===== config.mk =====
export PLATFORM = sky130hd
export DESIGN_NAME = uart_rx_flat
export DESIGN_NICKNAME = d
export VERILOG_FILES = /design/src/rtl/uart_rx_pkg.sv /design/src/rtl/uart_rx_if.sv /design/src/rtl/uart_rx_sync.sv /design/src/rtl/uart_rx.sv /design/src/flat_wrapper.sv
export SDC_FILE = /design/constraint.sdc
export NUM_CORES = 1
export LEC_CHECK = 0
export ABC_AREA = 1
export ABC_CLOCK_PERIOD_IN_PS = 2080
export CAP_MARGIN = 20
export CORE_AREA = 2 2 77 116
export CTS_CLUSTER_SIZE = 40
export DETAILED_ROUTE_END_ITERATION = 10
export DIE_AREA = 0 0 79 118
export PLACE_DENSITY_LB_ADDON = 0.05
export REMOVE_ABC_BUFFERS = 1
export SKIP_CTS_REPAIR_TIMING = 1
export SLEW_MARGIN = 20
export SYNTH_ARGS = -nofsm -noshare
export SYNTH_HDL_FRONTEND = slang
export SYNTH_SLANG_ARGS = --single-unit

===== constraint.sdc =====
create_clock -name clk -period 2.08 [get_ports clk]
set_clock_uncertainty 0.15 [all_clocks]
set_input_delay 0.208 -clock clk [delete_from_list [all_inputs] [get_ports clk]]
set_output_delay 0.208 -clock clk [all_outputs]
set_load 0.005 [all_outputs]

===== src/rtl/uart_rx_pkg.sv =====
// Shared UART constants and FSM encoding, common to the transmitter and receiver.
// Contents: default bit period for a 50 MHz core clock at 9600 baud, and the
//           3-bit receiver state encoding.
package uart_rx_pkg;

  localparam int unsigned CLK_HZ               = 50_000_000;
  localparam int unsigned BAUD                 = 9600;
  localparam int unsigned DEFAULT_CLKS_PER_BIT = CLK_HZ / BAUD;  // 5208

  typedef enum logic [2:0] {
    IDLE       = 3'd0,
    START_BIT  = 3'd1,
    DATA_BITS  = 3'd2,
    STOP_BIT   = 3'd3,
    BREAK_WAIT = 3'd4
  } uart_state_e;

endpackage


===== src/rtl/uart_rx_if.sv =====
// Pin-side serial input and host-side byte output of the UART receiver.
// master: the receiver (consumes rx_serial_in, drives the byte/status outputs).
// slave:  the line driver / byte consumer (drives rx_serial_in, observes outputs).
interface uart_rx_if;
  logic       rx_serial_in;
  logic [7:0] rx_data_out;
  logic       rx_valid;
  logic       rx_busy;
  logic       rx_frame_err;

  modport master (
    input  rx_serial_in,
    output rx_data_out, rx_valid, rx_busy, rx_frame_err
  );

  modport slave (
    output rx_serial_in,
    input  rx_data_out, rx_valid, rx_busy, rx_frame_err
  );
endinterface


===== src/rtl/uart_rx_sync.sv =====
// Two-flop synchroniser for a single asynchronous input; 2-cycle latency.
// Ports: clk, rst_n (async active-low), async_i (raw input), sync_o (synchronised).
// Both flops reset to RST_VAL so an idle-high line shows no edge after reset.
module uart_rx_sync #(
  parameter logic RST_VAL = 1'b1
) (
  input  logic clk,
  input  logic rst_n,
  input  logic async_i,
  output logic sync_o
);

  logic meta_q;
  logic sync_q;

  always_ff @(posedge clk or negedge rst_n) begin
    if (!rst_n) begin
      meta_q <= RST_VAL;
      sync_q <= RST_VAL;
    end else begin
      meta_q <= async_i;
      sync_q <= meta_q;
    end
  end

  assign sync_o = sync_q;

endmodule


===== src/rtl/uart_rx.sv =====
// 8N1 UART receiver, LSB first: start validated at mid-bit, data/stop sampled at centres.
// Ports: clk, rx_rst_n (async active-low), bus (uart_rx_if.master: serial in,
//        byte out with one-cycle valid strobe, busy, one-cycle framing-error strobe).
module uart_rx
  import uart_rx_pkg::*;
#(
  parameter  int CLKS_PER_BIT = int'(DEFAULT_CLKS_PER_BIT),
  localparam int HALF_BIT     = (CLKS_PER_BIT - 1) / 2,
  localparam int CNT_W        = $clog2(CLKS_PER_BIT)
) (
  input  logic      clk,
  input  logic      rx_rst_n,
  uart_rx_if.master bus
);

  localparam logic [CNT_W-1:0] CNT_HALF = CNT_W'(HALF_BIT);
  localparam logic [CNT_W-1:0] CNT_LAST = CNT_W'(CLKS_PER_BIT - 1);

  logic             rx_s;
  uart_state_e      state_q,     state_d;
  logic [CNT_W-1:0] clk_count_q, clk_count_d;
  logic [2:0]       bit_index_q, bit_index_d;
  logic [7:0]       shift_q,     shift_d;
  logic [7:0]       data_q,      data_d;
  logic             valid_q,     valid_d;
  logic             ferr_q,      ferr_d;

  uart_rx_sync #(.RST_VAL(1'b1)) u_sync (
    .clk     (clk),
    .rst_n   (rx_rst_n),
    .async_i (bus.rx_serial_in),
    .sync_o  (rx_s)
  );

  always_ff @(posedge clk or negedge rx_rst_n) begin
    if (!rx_rst_n) begin
      state_q     <= IDLE;
      clk_count_q <= '0;
      bit_index_q <= '0;
      shift_q     <= '0;
      data_q      <= '0;
      valid_q     <= 1'b0;
      ferr_q      <= 1'b0;
    end else begin
      state_q     <= state_d;
      clk_count_q <= clk_count_d;
      bit_index_q <= bit_index_d;
      shift_q     <= shift_d;
      data_q      <= data_d;
      valid_q     <= valid_d;
      ferr_q      <= ferr_d;
    end
  end

  always_comb begin
    state_d     = state_q;
    clk_count_d = clk_count_q;
    bit_index_d = bit_index_q;
    shift_d     = shift_q;
    data_d      = data_q;
    valid_d     = 1'b0;
    ferr_d      = 1'b0;

    case (state_q)
      IDLE: begin
        clk_count_d = '0;
        bit_index_d = '0;
        if (!rx_s) state_d = START_BIT;
      end

      START_BIT: begin
        if (clk_count_q == CNT_HALF) begin
          clk_count_d = '0;
          // A line back high at mid-start was a glitch, not a frame.
          state_d     = rx_s ? IDLE : DATA_BITS;
        end else begin
          clk_count_d = clk_count_q + 1'b1;
        end
      end

      DATA_BITS: begin
        if (clk_count_q == CNT_LAST) begin
          clk_count_d          = '0;
          shift_d[bit_index_q] = rx_s;
          if (bit_index_q == 3'd7) begin
            bit_index_d = '0;
            state_d     = STOP_BIT;
          end else begin
            bit_index_d = bit_index_q + 3'd1;
          end
        end else begin
          clk_count_d = clk_count_q + 1'b1;
        end
      end

      STOP_BIT: begin
        if (clk_count_q == CNT_LAST) begin
          clk_count_d = '0;
          if (rx_s) begin
            data_d  = shift_q;
            valid_d = 1'b1;
            state_d = IDLE;
          end else begin
            // Hold off in BREAK_WAIT so a held-low line reports a single error.
            ferr_d  = 1'b1;
            state_d = BREAK_WAIT;
          end
        end else begin
          clk_count_d = clk_count_q + 1'b1;
        end
      end

      BREAK_WAIT: begin
        clk_count_d = '0;
        if (rx_s) state_d = IDLE;
      end

      default: begin
        state_d     = IDLE;
        clk_count_d = '0;
        bit_index_d = '0;
      end
    endcase
  end

  assign bus.rx_data_out  = data_q;
  assign bus.rx_valid     = valid_q;
  assign bus.rx_frame_err = ferr_q;
  assign bus.rx_busy      = (state_q != IDLE);

endmodule


===== src/flat_wrapper.sv =====
// flat-port wrapper written by rule: the top's interface ports become plain ports
module uart_rx_flat import uart_rx_pkg::*;
#(
  parameter  int CLKS_PER_BIT = int'(DEFAULT_CLKS_PER_BIT),
  localparam int HALF_BIT     = (CLKS_PER_BIT - 1) / 2,
  localparam int CNT_W        = $clog2(CLKS_PER_BIT)
)
  (clk, rx_rst_n, bus_rx_serial_in, bus_rx_data_out, bus_rx_valid, bus_rx_busy, bus_rx_frame_err);
  uart_rx_if bus_i ();
  input  logic clk;
  input  logic rx_rst_n;
  input wire logic [$bits(bus_i.rx_serial_in)-1:0] bus_rx_serial_in;
  output wire logic [$bits(bus_i.rx_data_out)-1:0] bus_rx_data_out;
  output wire logic [$bits(bus_i.rx_valid)-1:0] bus_rx_valid;
  output wire logic [$bits(bus_i.rx_busy)-1:0] bus_rx_busy;
  output wire logic [$bits(bus_i.rx_frame_err)-1:0] bus_rx_frame_err;
  assign bus_i.rx_serial_in = bus_rx_serial_in;
  assign bus_rx_data_out = bus_i.rx_data_out;
  assign bus_rx_valid = bus_i.rx_valid;
  assign bus_rx_busy = bus_i.rx_busy;
  assign bus_rx_frame_err = bus_i.rx_frame_err;
  uart_rx #(.CLKS_PER_BIT(CLKS_PER_BIT)) u_core (.clk(clk), .rx_rst_n(rx_rst_n), .bus(bus_i));
endmodule

==> qor.yml <==
route:
  ant_nets: 0
  post_drt_via_cell_ratio: 4.30
  first_iter_violations: 81
  wl_per_cell_microns: 12.3
  via_count: 1713
  drc: 0
  drtPass1Iterations: 4
  wl_microns: 4890
placed_design:
  post-place-ws_ns: 0.182
  gp_congestion: 0.810
  dp_hpwl_microns: 3660
  portBuffers: 13
floorplanning:
  core_area_sq_um: 8310
  die_y_microns: 118
  rows: 41
  dieWidth_microns: 79
  die-area_sq_um: 9320
  initial_core_util_pct: 24.5
  design.portCount: 14
worst_setup_path:
  endpoint_kind: "primary output"
  crit_path_start_kind: "flip-flop"
  r2r_cells: 8
  r2r-start: "u_core.clk_count_q[0]$_DFF_PN0_"
  max_stage_delay_ns: 0.45
  cp_data_required_time_ns: 1.72
  ff2ff_setup_slack_ns: 0.23
  critical_path_class: "flip-flop to primary output"
  worst-path-max-fanout: 5
  worst_ep_arrival_time_ns: 1.53
  critPathSlowestCell: "clkdlybuf4s50_1"
  worst_r2r_endpoint: "u_core.clk_count_q[10]$_DFF_PN0_"
  crit_chain: "nor2_1, nand2_1, clkdlybuf4s50_1"
sta:
  period_share_pct: 90.7
  hold_violations: 0
  tightest_slew_ns: 0.486
  max_clock_freq_mhz: 530
  final.setup.tns_ns: 0
  finalCriticalPeriod_ns: 1.89
  rsz0062_at_grt: "false"
  slew_viol_final: 0
  relSlewSlack_pct: 67.4
  setup_viol: 0
  setup_slack_ns: 0.194
run_status:
  status: "complete, no violations"
power_and_ir_drop:
  p_sw_w: 0.000333
  power.leakage_nw: 1.24
  clock_power_share_pct: 48.7
  internal_power_w: 0.00121
  combPwrFrac_pct: 2.0
  vdd_ir_drop_max_v: 0.000250
  sw_frac_of_total_pct: 21.5
  seqPwrFrac_pct: 49.3
  p_per_area_nw_per_um2: 628
logic_synthesis:
  synth.yosys.warnings: 0
  synthCells: 268
  syn_area_per_cell_sq_um: 7.59
  synth-main-ff-cell: "dfrtp_1"
  ys_types: 24
  seq_area_frac_synth_pct: 48.1
  syn_area_sq_um: 2030
  synth-edff-count: 0
  ys_ff_latch: 39
  ys_async_sr_fraction_pct: 100
clock_network:
  cts_max_level: 2
  cts_root_buf: "clkbuf_16"
  clk_latency_ns: 0.28
  cts_buffers: 5
  path_clk_slew_ns: 0.06
  cts-root-to-sink-buffers: 2
  clock_sinks: 39
  cts_tree: "done"
layout:
  post_route_cells_drive_above_1_share_pct: 9.28
  fill_cells: 948
  final_core_util_pct: 29.7
  syn2layout_area_growth_pct: 21.2
  nets: 296
  insertedDiodeCount: 0
global_route:
  grt_pass1_wl_microns: 8450
  antenna_found_initial: 0
  grt_max_degree: 40
  grt_pass1_vias: 1788
  grt_use_total_pct: 11.8
  grt-ovfl-total: 0
worst_hold_path:
  min_delay_path_depth: 1
  min_to: "u_core.u_sync.meta_q$_DFF_PN1_"
  hold_start: "bus_rx_serial_in"
  min_path_type: "primary input to flip-flop"
job:
  maxCapViolCount: 0
## layout by cell type (no fill, tap or decap), types with 2 or more instances in the layout
cell             count
nand3_1             17
xor2_1               5
buf_4                4
o21ai_0              2
nand2_1             96
nor2_1              42
ha_1                 3
nor2_2               2
nand4_1             18
dfrtp_1             37
inv_1               21
clkdlybuf4s50_1     12
inv_2                6
dfstp_2              2
nor3_1               5
clkbuf_16            5
## how the worst max path moves through the flow
| stage | start | endpoint | slack (ns) | cells after the start |
|---|---|---|---|---|
| global route | u_core.clk_count_q[0]$_DFF_PN0_ | u_core.clk_count_q[10]$_DFF_PN0_ | 0.04 | 8 |
| finish | u_core.state_q[0]$_DFFE_PN0P_ | bus_rx_busy | 0.19 | 3 |
| detailed placement | u_core.clk_count_q[0]$_DFF_PN0_ | u_core.clk_count_q[10]$_DFF_PN0_ | 0.18 | 8 |
| floorplan | u_core.clk_count_q[0]$_DFF_PN0_ | u_core.clk_count_q[10]$_DFF_PN0_ | 0.48 | 8 |
| CTS | u_core.state_q[0]$_DFFE_PN0P_ | bus_rx_busy | 0.17 | 3 |
| global placement | u_core.clk_count_q[0]$_DFF_PN0_ | u_core.bus.rx_data_out[5]$_DFFE_PN0P_ | 0.23 | 7 |
## through the flow
stage	hold slack, ns	instances	cell area, sq um	total power [W]
after floorplan	-0.238	264	2000	0.000781
after global placement	0.0510	389	2310	0.000809
after detailed placement	0.0519	389	2310	0.000809
after CTS	-0.256	397	2450	0.00159
after global routing	0.176	398	2460	0.00162
final	0.177	398	2460	0.00155
## cells by family (layout without fill, tap and decap cells)
logic type	count (synthesis)	in the layout	share of synthesized area (%)
simple gates	185	185	40.0
flops	39	39	48.1
buf+inv	32	55	6.58
xor+xnor	6	6	2.58
fa+ha+maj	3	3	1.85
compound gates	3	3	0.862
## critical path, delay by kind of cell, from the launching register on
kind	cells	cell delay (ns)
flops	1	0.39
simple gates	2	0.40
buf+inv	1	0.45
## Yosys cell counts, types with 3 or more instances
| master | n | area [sq um] |
|---|---|---|
| nand2_1 | 96 | 360 |
| nand3_1 | 17 | 85.1 |
| inv_2 | 6 | 22.5 |
| dfrtp_1 | 37 | 926 |
| inv_1 | 21 | 78.8 |
| nor2_1 | 42 | 158 |
| xor2_1 | 5 | 43.8 |
| ha_1 | 3 | 37.5 |
| nor3_1 | 5 | 25.0 |
| nand4_1 | 18 | 113 |
## sequential cells by signal, indices dropped and copies added, names as in the netlist
signal and flops:
u_core.bit_index_q 3, u_core.clk_count_q 13, u_core.bus.rx_frame_err 1, u_core.bus.rx_data_out 8
u_core.state_q 3, u_core.u_sync.sync_o 1, u_core.u_sync.meta_q 1, u_core.bus.rx_valid 1
u_core.shift_q 8
## power groups by stage
| stage | clock (W) | sequential (W) | combinational (W) |
|---|---|---|---|
| 2_1_floorplan | 0 | 0.000779 | 0.00000188 |
| 3_3_place_gp | 0 | 0.000777 | 0.0000318 |
| 3_5_place_dp | 0 | 0.000777 | 0.0000315 |
| 4_1_cts | 0.000796 | 0.000763 | 0.0000317 |
| 5_1_grt | 0.000819 | 0.000763 | 0.0000364 |
| 6_report | 0.000753 | 0.000764 | 0.0000309 |
## layer usage
metal  share of wire [%]  global-route usage (%)
met5                   0                       0
met3                 1.9                    2.53
met2                  52                    20.2
met1                  43                    13.6
met4                 3.1                    6.14
## layout make-up
class | instances | area, sq um | share of cell area, %
timing repair buffer | 19 | 185 | 7.51
clock buffer | 6 | 129 | 5.23
tap | 107 | 134 | 5.43
inverter | 28 | 105 | 4.26
multi-input combinational | 197 | 921 | 37.4
clock inverter | 2 | 12.5 | 0.508
sequential | 39 | 978 | 39.7
No activity file was read; power rests on OpenSTA's default activity.
